===== src/rtl/lc3b_hazard_scoreboard_if.sv =====
// Issue/control bundle between the LC-3b decode/pipeline controller (master)
// and the hazard scoreboard (slave).
interface lc3b_hazard_scoreboard_if #(
  parameter int CNT_W = 16
);
  logic             issue_valid;
  logic             issue_regwrite;
  logic [2:0]       issue_dr;
  logic             issue_set_r7;
  logic             issue_is_ld;
  logic [2:0]       issue_sr1;
  logic             issue_sr1_used;
  logic [2:0]       issue_sr2;
  logic             issue_sr2_used;
  logic             mem_stall;
  logic             flush;
  logic             stats_clr;
  logic             load_use_stall;
  logic [7:0]       pending_mask;
  logic [7:0]       ld_pending_mask;
  logic [CNT_W-1:0] stall_count;

  modport master (
    output issue_valid, issue_regwrite, issue_dr, issue_set_r7, issue_is_ld,
           issue_sr1, issue_sr1_used, issue_sr2, issue_sr2_used,
           mem_stall, flush, stats_clr,
    input  load_use_stall, pending_mask, ld_pending_mask, stall_count
  );

  modport slave (
    input  issue_valid, issue_regwrite, issue_dr, issue_set_r7, issue_is_ld,
           issue_sr1, issue_sr1_used, issue_sr2, issue_sr2_used,
           mem_stall, flush, stats_clr,
    output load_use_stall, pending_mask, ld_pending_mask, stall_count
  );
endinterface


===== src/rtl/lc3b_hazard_scoreboard.sv =====
// Tracks in-flight GPR writes in ID/EX, EX/MEM, MEM/WB and raises the load-use stall.
// Define LC3B_SCOREBOARD_STATS_EN to build the saturating stall counter.
module lc3b_hazard_scoreboard #(
  parameter int CNT_W = 16
) (
  input logic                    clk,
  input logic                    reset_n,
  lc3b_hazard_scoreboard_if.slave sb
);

  typedef struct packed {
    logic       valid;
    logic       wr;
    logic [2:0] dr;
    logic       ld;
  } token_t;

  // Index 0 = ID/EX, 1 = EX/MEM, 2 = MEM/WB.
  token_t     slot_q [3];
  token_t     slot_d [3];
  token_t     issue_tok;
  logic       src_match;
  logic       load_use_stall;
  logic [7:0] pend_w;
  logic [7:0] ld_pend_w;

  always_comb begin
    issue_tok.valid = 1'b1;
    issue_tok.wr    = sb.issue_regwrite | sb.issue_set_r7;
    issue_tok.dr    = sb.issue_set_r7 ? 3'b111 : sb.issue_dr;
    issue_tok.ld    = sb.issue_is_ld;
  end

  // Only a load still in ID/EX is beyond forwarding; once in EX/MEM, MEM/WB forwards it.
  assign src_match = (sb.issue_sr1_used && (sb.issue_sr1 == slot_q[0].dr)) ||
                     (sb.issue_sr2_used && (sb.issue_sr2 == slot_q[0].dr));
  assign load_use_stall = sb.issue_valid & ~sb.flush & slot_q[0].valid &
                          slot_q[0].wr & slot_q[0].ld & src_match;

  always_comb begin
    slot_d = slot_q;
    if (!sb.mem_stall) begin
      slot_d[2] = slot_q[1];
      // A flush only bubbles ID/EX; the older s0 token still moves on behind the branch.
      slot_d[1] = slot_q[0];
      slot_d[0] = (sb.issue_valid && !load_use_stall && !sb.flush) ? issue_tok : '0;
    end
  end

  generate
    for (genvar gi = 0; gi < 3; gi++) begin : g_slot
      always_ff @(posedge clk or negedge reset_n) begin
        if (!reset_n) begin
          slot_q[gi] <= '0;
        end else begin
          slot_q[gi] <= slot_d[gi];
        end
      end
    end

    for (genvar gi = 0; gi < 8; gi++) begin : g_mask
      assign pend_w[gi] =
          (slot_q[0].valid && slot_q[0].wr && (slot_q[0].dr == 3'(gi))) ||
          (slot_q[1].valid && slot_q[1].wr && (slot_q[1].dr == 3'(gi))) ||
          (slot_q[2].valid && slot_q[2].wr && (slot_q[2].dr == 3'(gi)));
      assign ld_pend_w[gi] =
          (slot_q[0].valid && slot_q[0].wr && slot_q[0].ld && (slot_q[0].dr == 3'(gi))) ||
          (slot_q[1].valid && slot_q[1].wr && slot_q[1].ld && (slot_q[1].dr == 3'(gi)));
    end
  endgenerate

  assign sb.load_use_stall  = load_use_stall;
  assign sb.pending_mask    = pend_w;
  assign sb.ld_pending_mask = ld_pend_w;

`ifdef LC3B_SCOREBOARD_STATS_EN
  logic [CNT_W-1:0] stall_cnt_q;
  logic [CNT_W-1:0] stall_cnt_d;

  always_comb begin
    stall_cnt_d = stall_cnt_q;
    if (sb.stats_clr) begin
      stall_cnt_d = '0;
    end else if (load_use_stall && !sb.mem_stall && (stall_cnt_q != '1)) begin
      stall_cnt_d = stall_cnt_q + CNT_W'(1);
    end
  end

  always_ff @(posedge clk or negedge reset_n) begin
    if (!reset_n) begin
      stall_cnt_q <= '0;
    end else begin
      stall_cnt_q <= stall_cnt_d;
    end
  end

  assign sb.stall_count = stall_cnt_q;
`else
  logic unused_stats_clr;
  assign unused_stats_clr = sb.stats_clr;
  assign sb.stall_count   = '0;
`endif

endmodule


===== src/flat_wrapper.sv =====
// flat-port wrapper written by rule: the top's interface ports become plain ports
module lc3b_hazard_scoreboard_flat 
#(
  parameter int CNT_W = 16
)
  (clk, reset_n, sb_issue_valid, sb_issue_regwrite, sb_issue_dr, sb_issue_set_r7, sb_issue_is_ld, sb_issue_sr1, sb_issue_sr1_used, sb_issue_sr2, sb_issue_sr2_used, sb_mem_stall, sb_flush, sb_stats_clr, sb_load_use_stall, sb_pending_mask, sb_ld_pending_mask, sb_stall_count);
  lc3b_hazard_scoreboard_if #(.CNT_W(CNT_W)) sb_i ();
  input logic clk;
  input logic reset_n;
  input wire logic [$bits(sb_i.issue_valid)-1:0] sb_issue_valid;
  input wire logic [$bits(sb_i.issue_regwrite)-1:0] sb_issue_regwrite;
  input wire logic [$bits(sb_i.issue_dr)-1:0] sb_issue_dr;
  input wire logic [$bits(sb_i.issue_set_r7)-1:0] sb_issue_set_r7;
  input wire logic [$bits(sb_i.issue_is_ld)-1:0] sb_issue_is_ld;
  input wire logic [$bits(sb_i.issue_sr1)-1:0] sb_issue_sr1;
  input wire logic [$bits(sb_i.issue_sr1_used)-1:0] sb_issue_sr1_used;
  input wire logic [$bits(sb_i.issue_sr2)-1:0] sb_issue_sr2;
  input wire logic [$bits(sb_i.issue_sr2_used)-1:0] sb_issue_sr2_used;
  input wire logic [$bits(sb_i.mem_stall)-1:0] sb_mem_stall;
  input wire logic [$bits(sb_i.flush)-1:0] sb_flush;
  input wire logic [$bits(sb_i.stats_clr)-1:0] sb_stats_clr;
  output wire logic [$bits(sb_i.load_use_stall)-1:0] sb_load_use_stall;
  output wire logic [$bits(sb_i.pending_mask)-1:0] sb_pending_mask;
  output wire logic [$bits(sb_i.ld_pending_mask)-1:0] sb_ld_pending_mask;
  output wire logic [$bits(sb_i.stall_count)-1:0] sb_stall_count;
  assign sb_i.issue_valid = sb_issue_valid;
  assign sb_i.issue_regwrite = sb_issue_regwrite;
  assign sb_i.issue_dr = sb_issue_dr;
  assign sb_i.issue_set_r7 = sb_issue_set_r7;
  assign sb_i.issue_is_ld = sb_issue_is_ld;
  assign sb_i.issue_sr1 = sb_issue_sr1;
  assign sb_i.issue_sr1_used = sb_issue_sr1_used;
  assign sb_i.issue_sr2 = sb_issue_sr2;
  assign sb_i.issue_sr2_used = sb_issue_sr2_used;
  assign sb_i.mem_stall = sb_mem_stall;
  assign sb_i.flush = sb_flush;
  assign sb_i.stats_clr = sb_stats_clr;
  assign sb_load_use_stall = sb_i.load_use_stall;
  assign sb_pending_mask = sb_i.pending_mask;
  assign sb_ld_pending_mask = sb_i.ld_pending_mask;
  assign sb_stall_count = sb_i.stall_count;
  lc3b_hazard_scoreboard #(.CNT_W(CNT_W)) u_core (.clk(clk), .reset_n(reset_n), .sb(sb_i));
endmodule

===== config.mk =====
export PLATFORM = sky130hd
export DESIGN_NAME = lc3b_hazard_scoreboard_flat
export DESIGN_NICKNAME = d
export VERILOG_FILES = /design/src/rtl/lc3b_hazard_scoreboard_if.sv /design/src/rtl/lc3b_hazard_scoreboard.sv /design/src/flat_wrapper.sv
export SDC_FILE = /design/constraint.sdc
export NUM_CORES = 1
export LEC_CHECK = 0
export BUFFER_PORTS_ARGS = -buffer_cell sky130_fd_sc_hd__buf_2
export CAP_MARGIN = 15
export CORE_MARGIN = 2
export CORE_UTILIZATION = 42
export CTS_CLUSTER_SIZE = 14
export DETAILED_ROUTE_END_ITERATION = 8
export PLACE_DENSITY = 0.77
export SLEW_MARGIN = 20
export SYNTH_ARGS = -nofsm -noshare
export SYNTH_HDL_FRONTEND = slang
export SYNTH_SLANG_ARGS = --single-unit

===== constraint.sdc =====
create_clock -name clk -period 1.24 [get_ports clk]
set_input_delay 0.248 -clock clk [delete_from_list [all_inputs] [get_ports clk]]
set_output_delay 0.248 -clock clk [all_outputs]
set_load 0.01 [all_outputs]

==> results of run 1 <==
cell families (layout without fill, tap and decap cells):
kind of cell              Yosys count  count (layout)  share of synthesized area
buffers and inverters              24              71                      0.146
AOI/OAI and AO/OA                  28              28                      0.175
and+or+nand+nor                    43              43                      0.178
xor gates and xnor gates            6               6                     0.0443
muxes                              10              10                     0.0948
other                               1              16                    0.00316
DFF                                17              17                      0.358
critical path, delay by kind of cell (launching register included):
kind                   cells  cell delay [ns]
buffers and inverters      1             0.14
DFF                        1             0.49
and+or+nand+nor            1             0.31
AOI/OAI and AO/OA          2             0.31
power breakdown:
part           internal [mW]  leakage [nW]  switching, mW
combinational          0.235         0.636          0.211
sequential             0.609         0.221         0.0705
clock                  0.125        0.0150          0.163
placed cells by master, fill, tap and decap left out, drive strengths merged:
| cell type | synthesis | final |
|---|---|---|
| nand3b | 1 | 1 |
| o31ai | 1 | 1 |
| or3 | 1 | 1 |
| xnor2 | 6 | 6 |
| o21ai | 5 | 5 |
| nand4b | 1 | 1 |
| nand3 | 4 | 4 |
| or2b | 1 | 1 |
| nor2b | 2 | 2 |
| o32a | 2 | 2 |
| o41ai | 5 | 5 |
| clkbuf | 2 | 4 |
| buf | 20 | 64 |
| o22a | 2 | 2 |
| nand2b | 4 | 4 |
| o22ai | 8 | 8 |
| o221ai | 4 | 4 |
| a21oi | 1 | 1 |
| mux2 | 10 | 10 |
| dlygate4sd3 | 0 | 1 |
| inv | 2 | 2 |
| dfrtp | 17 | 17 |
| nor2 | 7 | 7 |
| or2 | 2 | 2 |
| conb | 1 | 16 |
| nand2 | 16 | 16 |
| nand4 | 4 | 4 |
area by class of cell:
cell class | count | area (um2)
timing repair buffer | 65 | 439
inverter | 2 | 7.51
tap | 31 | 38.8
fill | 208 | 898
sequential | 17 | 429
multi-input combinational | 103 | 871
clock buffer | 4 | 26.3
metrics by stage:
stage                     instance area, um2  setup TNS (ns)  total power [mW]  cells  hold WS [ns]
after floorplan                         1350          -0.496             0.923    144       -0.0476
after detailed placement                1540           -4.37              1.03    206         0.186
final                                   1810           -8.69              1.41    222         0.216
after CTS                               1710           -8.41              1.37    217         0.196
after global placement                  1540           -3.44              1.01    206         0.182
after global routing                    1810          -10.57              1.49    222         0.220
what timing repair did:
item,in CTS,in global routing
setup endpoints to repair,23,23
hold buffers,1,0
pin swaps,9,13
buffers inserted,6,5
gates resized for setup,21,13
hold endpoints to repair,17,0
per-layer routing:
| layer | routed length, um | global-route usage | vias up |
|---|---|---|---|
| met5 | 0 | 0 | - |
| li1 | - | - | 563 |
| met3 | 184 | 0.0340 | 4 |
| met1 | 1420 | 0.263 | 580 |
| met4 | 32 | 0.0631 | 0 |
| met2 | 1760 | 0.368 | 51 |
worst paths after layout:
kind                                    from                 end  slack [ns]  depth (start not counted)
hold / removal                sb_issue_is_ld   u_core.slot_q[12]        0.22                          3
hold reg to reg             u_core.slot_q[4]    u_core.slot_q[4]        0.56                          1
setup reg to reg           u_core.slot_q[15]   u_core.slot_q[17]       -0.22                          6
max in group asynchronous            reset_n   u_core.slot_q[14]        0.54                          2
min in group asynchronous            reset_n   u_core.slot_q[16]        0.41                          2
setup / recovery           u_core.slot_q[15]  sb_pending_mask[1]       -0.55                          4
==> results.md, run 1 <==
- Synth Instances: 129
- Ant diodes: 0
- Synth top area cells: dfrtp_1 36%, buf_4 10%, mux2_2 9.5%, nand2_1 5.1%, xnor2_1 4.4%
- Count leader, synth: dfrtp_1
- Die ar.: 0.00327 mm2
- Row cnt: 19
- Clk sinks: 17
- Die height: 57.2 um
- Initial Util: 0.438
- Share of the synthesized area in the top cell type: 0.358
- Post-synth EDFFs: 0
- Max Buffers Root-to-Sink: 2
- Setup crit start kind: flop
- Arr. time, crit path: 1.54 ns
- Area delta synth->final: 52.6%
- Die Width: 57.2 um
- Worst rel slew slack: 0.625
- Final ANT Viol Nets: 0
- Worst-case clock skew: roughly 0.0073 ns
- Lkg Pwr: 0.872 nW
- Synthesized area per cell: 9.20 um2
- Critical path, cell by cell: nand3b_1 -> o32a_1 -> o21ai_2 -> buf_2
- CP max stage delay: 0.49 ns
- Crit. End Element: output port
- Final setup margin: -0.547 ns
- PD cells: 780 mW/mm2
- DRC Markers: 0
- Synth Flop Type: dfrtp_1
- Max Cap Viol: 0
- Post-synth cell types: 28
- Seq/Total Area, Yosys: 0.358
- Via density: 5.40
- Clock-pin slew on the worst setup and hold paths: 0.10 ns
- Fin. max-slew vios: 0
- Type of the most critical hold path: in2reg
- Final min period: 1.79 ns
- Post-route clock period utilization: 1.44
- Post-synth ARST share: 1.00
- CTS root buffer: clkbuf_4
- GRT overflow: 0
- Commonest cells post-synth: 17 x dfrtp_1, 16 x buf_4, 16 x nand2_1
- Antenna violations before repair: 0
- Placer Congestion: 0.846
- Warnings, synthesis: 0
- Crit-path max FO: 8
- Layout Utilization: 0.669
- DR WL/cell: 15.3 um
- DP HPWL: 2400 um
- Kind of critical path: reg2out
- Number of global-route vias before repair: approximately 1,200
- Largest regs: u_core.slot_q x17
- Top Ports: 53
- Nets: about 210
- Share of cells above drive strength 1: 0.597
- Biggest register: u_core.slot_q
- Dominant cell type by area after synthesis: dfrtp_1
- Final Hold Vio Count: 0
- TritonCTS clock tree: done
- Place WS: -0.280 ns
- Largest net degree at the start of global routing: 25
- Outcome: finished, violations left
- Core area: 0.00271 mm2
- Worst vdd rail ir drop: 0.745 mV
- PortBufs: 35
- Achievable Freq: 0.560 GHz
- Clock H-tree levels: 1
- Total number of vias: 1,198
- First-pass DRT Iterations: 4
- Total Routing Usage GR: 0.209
- Slew @ Worst Pin: between 0.5 and 0.6 ns
- Setup Viol. Count Final: 23
- First-pass GRT wire length: between 5000 and 6000 um
- Synthesized flop and latch total: 17
- Worst path required time: 0.99 ns
- Max reg flops: 17
- Insertion delay to the later sink of the worst-skew pair: 0.28 ns
- Critical path's slowest cell: dfrtp_2
- Routed wire length: 3400 um
- RSZ-0062 raised after global routing: true
- Synthesized cell area: 0.00119 mm2
- Failing checks: negative setup slack
- Drt initial violations: 36
- CTS Buf Count: 3
Note: power is estimated with default switching activity, not from simulation.
==> run 2, diff against run 1 <==
==> constraint.sdc (replaced) <==
create_clock -name clk -period 1.55 [get_ports clk]
set_input_delay 0.31 -clock clk [delete_from_list [all_inputs] [get_ports clk]]
set_output_delay 0.31 -clock clk [all_outputs]
set_load 0.01 [all_outputs]
==> run 2 against run 1 <==
  * The run still ends with negative setup slack left
  * Register-to-register slack improved by 0.25 ns
  * Final cell count decreased by 3.6%
  * Hold slack improved by 0.068 ns
  * Combinational power decreased by 32%
  * First-iteration DRC count fell by 11%
  * Via count shrank 1.6%
==> results.md, run 2 (same netlist as run 1, synthesis figures left out) <==
- Outcome: finished, violations left
- Failing checks: negative setup slack
- RSZ-0062 raised after global routing: true
- First-pass GRT wire length: 4710 um
- Crit. End Element: output port
- Row cnt: 19
- Max Buffers Root-to-Sink: 2
- Final Hold Vio Count: 0
- Top Ports: 53
- Clk sinks: 17
- Largest regs: u_core.slot_q x17
- Worst path required time: about 1.2 ns
- Total number of vias: 1,179
- Achievable Freq: 0.535 GHz
- Clock-pin slew on the worst setup and hold paths: 0.10 ns
- Fin. max-slew vios: 0
- Non-Filler Instances: 214
- Most common cell after layout, fill and taps aside: buf_2
- First-pass DRT Iterations: 4
- Routed wire length: between 3000 and 4000 um
- Antenna violations before repair: 0
- Cells on worst reg2reg path: 6
- PD cells: 673 mW/mm2
- Drt initial violations: 32
- Die height: around 57 um
- Core area: around 0.0027 mm2
- Initial Util: 0.438
- Sequential cell area: 433 um2
- Insertion delay to the later sink of the worst-skew pair: ~0.28 ns
- Hold depth: 3
- Die ar.: 0.00327 mm2
- Hold_sp: sb_issue_is_ld
- Setup Viol. Count Final: 17
- Design Power: between 1 and 1.5 mW
- Via density: 5.51
- Total Routing Usage GR: 0.181
- Reg2Reg Launch Point: u_core.slot_q[14]
- Share of cells above drive strength 1: 0.525
- CTS root buffer: clkbuf_4
- Area delta synth->final: 35.2%
- CTS Buf Count: 3
- Multi-input gate area: 738 um2
- Ant diodes: 0
- Arr. time, crit path: between 1.5 and 2 ns
- Final min period: 1.87 ns
- PortBufs: 35
- DRC Markers: 0
- Placer Congestion: approximately 0.84
- DR WL/cell: between 10 and 15 um
- DR WL met2: around 1600 um
- Worst-case clock skew: 0.00345 ns
- TritonCTS clock tree: done
- DP HPWL: 2190 um
- R2R Setup Slk: about 0.03 ns
- Placed instance count: 197
- Most frequent cells in the layout: 35 x buf_2, 16 x conb_1, 16 x buf_4
- Largest net degree at the start of global routing: 25
- Max Cap Viol: 0
- Type of the most critical hold path: in2reg
- Biggest register: u_core.slot_q
- R2R Path End: u_core.slot_q[16]
- GRT overflow: 0
- Number of fillers in the final layout: 233
- Hold endpoint: u_core.slot_q[12]
- Kind of critical path: reg2out
- Nets: around 200
- Max reg flops: 17
- Clock H-tree levels: 1
- Lkg Pwr: 0.747 nW
- Worst vdd rail ir drop: 0.408 mV
- Metal1 wirelength: 1260 um
- Number of global-route vias before repair: 1,100
- Final setup margin: -0.319 ns
- Crit-path max FO: 5
- Die Width: 57.2 um
- Setup crit start kind: flop
- Routed wl met3: 214 um
- Post-route clock period utilization: 1.21
- Final ANT Viol Nets: 0
- Max layer used: met4
-- run 2: changes by cell type in the layout (fill, tap and decap cells not counted), moves of 4 or more --
| cell | before | now |
|---|---|---|
| xnor2_2 | 5 | 1 |
| buf_4 | 22 | 16 |
| xnor2_1 | 1 | 5 |
| o41ai_1 | 0 | 5 |
-- run 2: per-stage QoR --
step	setup WS (ns)	TNS [ns]	hold WS, ns	utilization	area (um2)
6_report	-0.319	-3.95	0.284	0.592	1610
3_3_place_gp	0.00741	0	0.242	0.501	1360
2_1_floorplan	0.00926	0	0.0144	-	1240
3_5_place_dp	-0.00212	-0.00212	0.253	0.501	1360
5_1_grt	-0.410	-5.30	0.286	0.592	1610
4_1_cts	-0.274	-2.87	0.283	0.552	1500
-- run 2: final cells by class --
class | count | area share
Clock buffer | 4 | 0.0164
Inverter | 2 | 0.00468
Multi-Input combinational cell | 103 | 0.460
Sequential cell | 17 | 0.270
Tap cell | 31 | 0.0242
Timing Repair Buffer | 57 | 0.225
-- run 2: routing by layer --
metal / track usage / vias to the layer above
met5: 0 / -
met4: 0.0598 / 0
met3: 0.0340 / 11
met2: 0.323 / 67
met1: 0.220 / 556
li1: - / 545
-- run 2: worst max-delay path by stage --
stage	start	end	slack [ns]
global route	u_core.slot_q[14]	sb_load_use_stall	-0.41
detailed placement	u_core.slot_q[15]	sb_load_use_stall	-0.002
floorplan	u_core.slot_q[13]	sb_load_use_stall	0.009
global placement	u_core.slot_q[15]	sb_load_use_stall	0.007
finish	u_core.slot_q[13]	sb_pending_mask[4]	-0.32
CTS	u_core.slot_q[15]	sb_load_use_stall	-0.27
-- run 2: what timing repair did --
action,CTS,global route
endpoints found under the hold margin,17,0
resized for setup,19,16
endpoints found under the setup margin,17,22
hold buffers,1,0
pin swaps,14,12
gates cloned,0,0
buffers inserted,7,5
-- run 2: power by group --
| part | switching [mW] | internal (mW) | total, mW |
|---|---|---|---|
| Clock | 0.132 | 0.0998 | 0.232 |
| Combinational | 0.148 | 0.156 | 0.304 |
| Sequential | 0.0552 | 0.489 | 0.544 |
| Total | 0.336 | 0.744 | 1.08 |
-- run 2: critical path, stage by stage (launching register included) --
cell	delay (ns)
dfrtp_2	0.47
buf_6	0.14
or2_4	0.26
o32a_1	0.18
o21ai_1	0.09
buf_2	0.15
